### src/rtl/eth_tx_frame_pad.sv
// Byte-wide AXI-Stream stage in front of the MAC transmit input. Passes frames through
// unchanged and extends runt frames with 0x00 bytes up to MIN_FRAME_BYTES so the MAC
// always sees a legal payload length. The output is a single register stage.
module eth_tx_frame_pad #(
  parameter int unsigned DATA_WIDTH      = 8,
  parameter int unsigned MIN_FRAME_BYTES = 60,
  parameter int unsigned CNT_WIDTH       = 16
) (
  input  logic                  clk_125,
  input  logic                  reset_n,
  input  logic [DATA_WIDTH-1:0] s_axis_tdata,
  input  logic                  s_axis_tvalid,
  input  logic                  s_axis_tlast,
  output logic                  s_axis_trdy,
  output logic [DATA_WIDTH-1:0] m_tx_axis_tdata,
  output logic                  m_tx_axis_tvalid,
  output logic                  m_tx_axis_tlast,
  input  logic                  m_tx_axis_trdy,
  output logic                  pad_active,
  output logic [CNT_WIDTH-1:0]  frame_count
);

  localparam logic [CNT_WIDTH-1:0] MinBytes = CNT_WIDTH'(MIN_FRAME_BYTES);
  localparam logic [CNT_WIDTH-1:0] CntMax   = '1;

  typedef enum logic [1:0] {StIdle, StPass, StPad} state_e;

  state_e                state_q, state_d;
  logic [CNT_WIDTH-1:0]  byte_cnt_q, byte_cnt_d;
  logic [DATA_WIDTH-1:0] tdata_q, tdata_d;
  logic                  tvalid_q, tvalid_d;
  logic                  tlast_q, tlast_d;
  logic                  pad_q, pad_d;
  logic [CNT_WIDTH-1:0]  frame_count_q, frame_count_d;

  logic                  ld;
  logic                  in_hs;
  logic [CNT_WIDTH-1:0]  cnt_inc;

  // Output register may load when empty or when its current byte is being taken.
  always_comb begin
    ld          = !tvalid_q || m_tx_axis_trdy;
    // Gated by reset so the FIFO is never popped while the block is held in reset.
    s_axis_trdy = reset_n && ld && (state_q != StPad);
    in_hs       = s_axis_tvalid && s_axis_trdy;
    // Saturating increment: oversize frames keep flowing with a pinned count.
    cnt_inc     = (byte_cnt_q == CntMax) ? byte_cnt_q : byte_cnt_q + CNT_WIDTH'(1);
  end

  // Next-state logic for the FSM, the byte counter and the output register.
  always_comb begin
    state_d    = state_q;
    byte_cnt_d = byte_cnt_q;
    tdata_d    = tdata_q;
    tvalid_d   = tvalid_q;
    tlast_d    = tlast_q;
    pad_d      = pad_q;
    if (ld) begin
      tvalid_d = 1'b0;
      tlast_d  = 1'b0;
      case (state_q)
        StIdle, StPass: begin
          if (in_hs) begin
            tdata_d    = s_axis_tdata;
            tvalid_d   = 1'b1;
            byte_cnt_d = (state_q == StIdle) ? CNT_WIDTH'(1) : cnt_inc;
            if (s_axis_tlast) begin
              if (byte_cnt_d >= MinBytes) begin
                tlast_d = 1'b1;
                state_d = StIdle;
              end else begin
                // Runt: hold tlast back and fill with zeros.
                pad_d   = 1'b1;
                state_d = StPad;
              end
            end else begin
              state_d = StPass;
            end
          end
        end
        StPad: begin
          tdata_d    = '0;
          tvalid_d   = 1'b1;
          byte_cnt_d = cnt_inc;
          if (cnt_inc >= MinBytes) begin
            tlast_d = 1'b1;
            pad_d   = 1'b0;
            state_d = StIdle;
          end
        end
        default: state_d = StIdle;
      endcase
    end
  end

  // Completed frames are counted as their last byte leaves the block.
  always_comb begin
    frame_count_d = frame_count_q;
    if (tvalid_q && m_tx_axis_trdy && tlast_q) begin
      frame_count_d = frame_count_q + CNT_WIDTH'(1);
    end
  end

  // State and output registers; reset drops any partial frame.
  always_ff @(posedge clk_125 or negedge reset_n) begin
    if (!reset_n) begin
      state_q       <= StIdle;
      byte_cnt_q    <= '0;
      tdata_q       <= '0;
      tvalid_q      <= 1'b0;
      tlast_q       <= 1'b0;
      pad_q         <= 1'b0;
      frame_count_q <= '0;
    end else begin
      state_q       <= state_d;
      byte_cnt_q    <= byte_cnt_d;
      tdata_q       <= tdata_d;
      tvalid_q      <= tvalid_d;
      tlast_q       <= tlast_d;
      pad_q         <= pad_d;
      frame_count_q <= frame_count_d;
    end
  end

  assign m_tx_axis_tdata  = tdata_q;
  assign m_tx_axis_tvalid = tvalid_q;
  assign m_tx_axis_tlast  = tlast_q;
  assign pad_active       = pad_q;
  assign frame_count      = frame_count_q;

endmodule

### config.mk
export PLATFORM = sky130hd
export DESIGN_NAME = eth_tx_frame_pad
export DESIGN_NICKNAME = d
export VERILOG_FILES = /design/src/rtl/eth_tx_frame_pad.sv
export SDC_FILE = /design/constraint.sdc
export NUM_CORES = 1
export LEC_CHECK = 0
export CORE_MARGIN = 5
export CORE_UTILIZATION = 43
export CTS_CLUSTER_DIAMETER = 60
export DETAILED_ROUTE_END_ITERATION = 7
export PLACE_DENSITY = 0.67
export SETUP_SLACK_MARGIN = 0.2
export SYNTH_ARGS = -nofsm -noshare
export SYNTH_HDL_FRONTEND = slang
export SYNTH_SLANG_ARGS = --single-unit
### constraint.sdc
create_clock -name clk_125 -period 3.15 [get_ports clk_125]
set_input_delay 0.7875 -clock clk_125 [delete_from_list [all_inputs] [get_ports clk_125]]
set_output_delay 0.7875 -clock clk_125 [all_outputs]
set_load 0.01 [all_outputs]
# After elaboration in Yosys (flattened, before gate mapping)
# Index checks and enable logic that the tools add are counted.
op_classes:
  n_reduce_logical: 13
  addsub: 2
  mux: 23
  magnitude_cmp: 2
  eq_ne: 8
ops:
  columns: ["cell", "count"]
  rows:
  - ["two-way mux 16 bit", 3]
  - ["adder 16 x 1 -> 16 bit, second input constant", 2]
  - ["greater-or-equal comparator 16 x 6 -> 1 bit, second input constant", 2]
  - ["one-hot mux 16 bit (2 select lines)", 1]
  - ["== test 16 bit, second input constant", 1]
  - ["one-hot mux 8 bit (2 select lines)", 1]
  - ["!= test 2 bit, second input constant", 5]
  - ["two-way mux 1 bit", 9]
  - ["two-way mux 2 bit", 4]
  - ["two-way mux 8 bit", 1]
  - ["one-hot mux 1 bit (2 select lines)", 3]
  - ["AND reduction 3 bit", 2]
  - ["AND reduction 6 bit", 1]
  - ["logical AND 1 bit", 5]
  - ["one-hot mux 2 bit (2 select lines)", 1]
  - ["== test 2 x 1 -> 1 bit, second input constant", 1]
  - ["== test 2 bit, second input constant", 1]
  - ["zero test 2 bit", 1]
  - ["nonzero test 2 bit", 1]
  - ["OR reduction 2 bit", 1]
  - ["zero test 1 bit", 1]
  - ["logical OR 1 bit", 1]
totals:
  regBits: 45
  out_inout_bits: 28
  input_bits: 13

# Longest topological paths before layout
logic_depth:
  depth_word: 8
  depth_mapped: 8
  depth_no_buf: 7

# Worst setup path after synthesis
# No wires, ideal clock.
synth_timing:
  path_kind: "reg-to-reg"
  start: "register byte_cnt_q[0]"
  end: "register state_q[1]"
  path_stages_with_launch: 9
  slack_ps: 775
  t_required_ps: 3026
  setup_time_ps: 124
  period_less_slack_ps: 2375
  arrival_time_ps: 2251
  path_cell_list: "dfrtp_1 > ha_1 > nand4_4 > or4_1 > buf_2 > a221o_1 > o211ai_2 > nor3_2 > a211o_1"
synth_via:
  elab_chain_cells: 8
synth_lines:
  columns: ["item", "line_no", "text"]
  rows:
  - ["from (decl)", "29", "logic [CNT_WIDTH-1:0] byte_cnt_q, byte_cnt_d;"]
  - ["from (signal assigned)", "116", "byte_cnt_q <= byte_cnt_d;"]
  - ["adder 16 x 1 -> 16 bit / == test 16 bit (equally long branches)", "47", "cnt_inc = (byte_cnt_q == CntMax) ? byte_cnt_q : byte_cnt_q + CNT_WIDTH'(1);"]
  - ["two-way mux 16 bit *", "47", null]
  - ["two-way mux 16 bit", "66", "byte_cnt_d = (state_q == StIdle) ? CNT_WIDTH'(1) : cnt_inc;"]
  - ["greater-or-equal comparator 16 x 6 -> 1 bit", "68", "if (byte_cnt_d >= MinBytes) begin"]
  - ["two-way mux 2 bit", "68", null]
  - ["two-way mux 2 bit", "67", "if (s_axis_tlast) begin"]
  - ["two-way mux 2 bit", "63", "if (in_hs) begin"]
  - ["one-hot mux 2 bit (2 select lines)", "61", "case (state_q)"]
  - ["to (signal assigned)", "107", "state_q <= StIdle;"]
  - ["to (signal assigned)", "115", "state_q <= state_d;"]
  - ["to (decl)", "28", "state_e state_q, state_d;"]
# Every way passes the cells marked *; elsewhere a longest branch is shown, timed or not. The select of a mux whose other input is x is not followed.
# A chain may end at the register's enable or synchronous reset.

# Worst setup path after layout
# Ends and elaborated chain as after synthesis.

==> results.py <==
metrics = {
    "routing": {
        "totalWireLength_um": 5080,
        "num_vias": 1967,
        "drc": 0,
        "viasPerCell": 5.40,
        "firstDrtPassIters": 4,
        "drt-initial-drc-count": 85,
        "routedWlPerCell_um": 14.0,
        "final_antenna_net_count": 0,
    },
    "die": {
        "dieArea_mm2": 0.00720,
        "initial_utilization_pct": 44.1,
        "core_mm2": 0.00547,
        "num_rows": 27,
        "io_pins": 41,
        "die-width_um": 84.9,
        "die_h_um": 84.9,
    },
    "clock_tree": {
        "cts_sinks": 45,
        "cts_root_buffer": "clkbuf_8",
        "postCtsSetupBuffers": 0,
        "numCtsBuffers": 5,
        "clockBufferDepth": 2,
        "cts_resized": 0,
        "clock_latency_ps": 300,
        "clk_pin_slew_ps": 90,
        "cts_max_level": 2,
        "ctsHoldBuffers": 0,
        "tritoncts": "built",
    },
    "placed_design": {
        "gp_congestion": 0.789,
        "port_buffers": 40,
        "dp_hpwl_um": 3610,
    },
    "synth": {
        "ys_seq_area_share_pct": 46.7,
        "synth_seq_cells": 45,
        "synth_edf_count": 0,
        "yosys_warnings": 0,
        "avgSynthCellArea_um2": 9.46,
        "synth_ff_type": "dfrtp_1",
        "syn_nets": 270,
        "async_reset_ff_share_pct": 100,
        "syn_area_mm2": 0.00241,
        "yosysUniqueCellTypes": 51,
        "synth_cells": 255,
    },
    "global_routing": {
        "grt_max_degree": 46,
        "antenna_found_initial": 0,
        "grt.total_usage_pct": 15.0,
        "grt_pass1_wl_um": 8870,
        "first_global_vias": 1907,
        "overflow": 0,
    },
    "pwr": {
        "p_leak_nw": 1.25,
        "peakVddDrop_mv": 0.210,
        "powerDensity_mw_per_mm2": 600,
    },
    "timing": {
        "skew_ps": 10.7,
        "rsz0062_at_grt": "no",
        "fin_setup_tns_ps": 0,
        "final_max_slew_viol_count": 0,
        "worst_pin_slew_ps": 568,
        "relSlewSlack_pct": 61.9,
        "finalSetupViolCount": 0,
        "timing.final.crit_share_pct": 82.1,
        "finalHoldViolCount": 0,
        "max_freq_mhz": 387,
        "period_minus_slack_ps": 2590,
    },
    "critical_path": {
        "worstPathRequired_ps": 3350,
        "cp_cell_sequence": "ha_1 > nand4_4 > or4_1 > a221o_1 > o211ai_2 > nor3_2 > a211o_1",
        "path_class": "register to register",
        "arrival_ps": 2780,
        "cpPeakStageDelay_ps": 700,
        "cpMaxStageDelayCell": "or4_1",
        "crit_fanout": 9,
        "critPathLaunchType": "register",
        "cp-end-kind": "register",
    },
    "final_layout": {
        "drive_gt1_share_pct": 8.56,
        "syn_to_final_growth_pct": 23.6,
        "diodes": 0,
        "final_util_pct": 54.4,
        "finalNetCount": 306,
    },
    "hold_path": {
        "hold_class": "register to register",
    },
    "job": {
        "cap_violations": 0,
    },
    "outcome": {
        "run_status": "completed",
    },
}
==> final cells by class <==
class	instances	area, µm²
multi-input cells	190	1200
inverters	4	15.0
well taps	72	90.1
fillers	512	2490
clock buffers	6	72.6
clock inverters	2	38.8
repair buffers	45	435
flip-flops and latches	45	1130
==> metrics by stage <==
stage	worst slack [ps]	instance area, µm²	total power [W]	hold slack [ps]	std cells
5_1_grt	303	2980	0.00192	520	364
2_1_floorplan	775	2410	0.00113	492	255
4_1_cts	244	2980	0.00181	491	364
3_3_place_gp	280	2870	0.00137	470	356
3_5_place_dp	242	2870	0.00137	468	356
6_report	564	2980	0.00179	484	364
==> cells in the mapped netlist, drive strengths merged (3+ instances only) <==
cell,number,area share (%)
clkbuf,10,1.6
or2,3,0.78
a31oi,7,1.8
o21a,3,0.93
a41oi,3,1.1
nand2,25,3.9
nor4,4,1.6
mux2i,4,1.7
nor3,5,1.2
nor2,27,4.2
xor2,8,2.9
xnor2,10,3.6
nor2b,3,0.78
o21ai,14,2.9
nand2b,3,0.78
a21oi,14,2.9
dfrtp,45,47
buf,6,1.2
nand4,12,4.0
a22o,8,2.9
nand3,10,2.1
inv,4,0.62
==> placed cells by master (no fill, tap or decap), drive strengths merged, types with 2 or more instances in the layout <==
| cell | n |
|---|---|
| dfrtp | 45 |
| clkdlybuf4s50 | 38 |
| nor2 | 27 |
| nand2 | 25 |
| o21ai | 14 |
| a21oi | 14 |
| nand4 | 12 |
| nand3 | 10 |
| xnor2 | 10 |
| xor2 | 8 |
| a22o | 8 |
| a31oi | 7 |
| clkbuf | 6 |
| buf | 6 |
| nor3 | 5 |
| inv | 4 |
| mux2i | 4 |
| nor4 | 4 |
| nor2b | 3 |
| nand2b | 3 |
| or2 | 3 |
| o21a | 3 |
| a41oi | 3 |
| and2 | 2 |
| a21o | 2 |
| ha | 2 |
| and3 | 2 |
| o211ai | 2 |
==> worst paths after layout <==
kind / startpoint / cells past startpoint / to / slack (ps)
worst max-delay path: byte_cnt_q[0] / 7 / state_q[1] / 560
worst min-delay path: frame_count[15] / 1 / frame_count[15] / 480
worst max register to register: byte_cnt_q[0] / 7 / state_q[1] / 560
worst min register to register: frame_count[15] / 1 / frame_count[15] / 480
max in group asynchronous: reset_n / 2 / m_tx_axis_tdata[2] / 2150
min in group asynchronous: reset_n / 2 / byte_cnt_q[6] / 600
==> where the power goes <==
group | switching [W] | internal (W)
Clock | 0.000198 | 0.000238
Sequential | 0.0000905 | 0.000656
Combinational | 0.000332 | 0.000274
==> flip-flops by register name, indices dropped and copies added, names as in the netlist <==
signal            flops
byte_cnt_q           16
frame_count          16
m_tx_axis_tdata       8
m_tx_axis_tlast       1
m_tx_axis_tvalid      1
pad_active            1
state_q               2
==> cells by family (layout without fill, tap and decap cells) <==
| kind of cell | Yosys count | in the layout | share of synthesized area, % |
|---|---|---|---|
| AOI/OAI and AO/OA | 64 | 64 | 18.1 |
| xor gates and xnor gates | 18 | 18 | 6.54 |
| adders and majority gates | 2 | 2 | 1.04 |
| buffers and inverters | 20 | 57 | 3.48 |
| DFF | 45 | 45 | 46.7 |
| muxes | 5 | 5 | 2.13 |
| and+or+nand+nor | 101 | 101 | 22.1 |
==> critical path, delay by kind of cell, from the launching register on <==
| family | cells | cell delay (ps) |
|---|---|---|
| simple gates | 3 | 980 |
| compound gates | 3 | 750 |
| flops | 1 | 420 |
| fa+ha+maj | 1 | 330 |
==> layer usage <==
metal | track usage, % | up-vias | part of all wire (%)
met5 | 0 | - | 0
met4 | 4.75 | 0 | 1.1
met3 | 3.59 | 6 | 3.2
met2 | 23.2 | 28 | 47
met1 | 20.8 | 936 | 49
li1 | - | 997 | -
No activity file was read; power rests on OpenSTA's default activity.
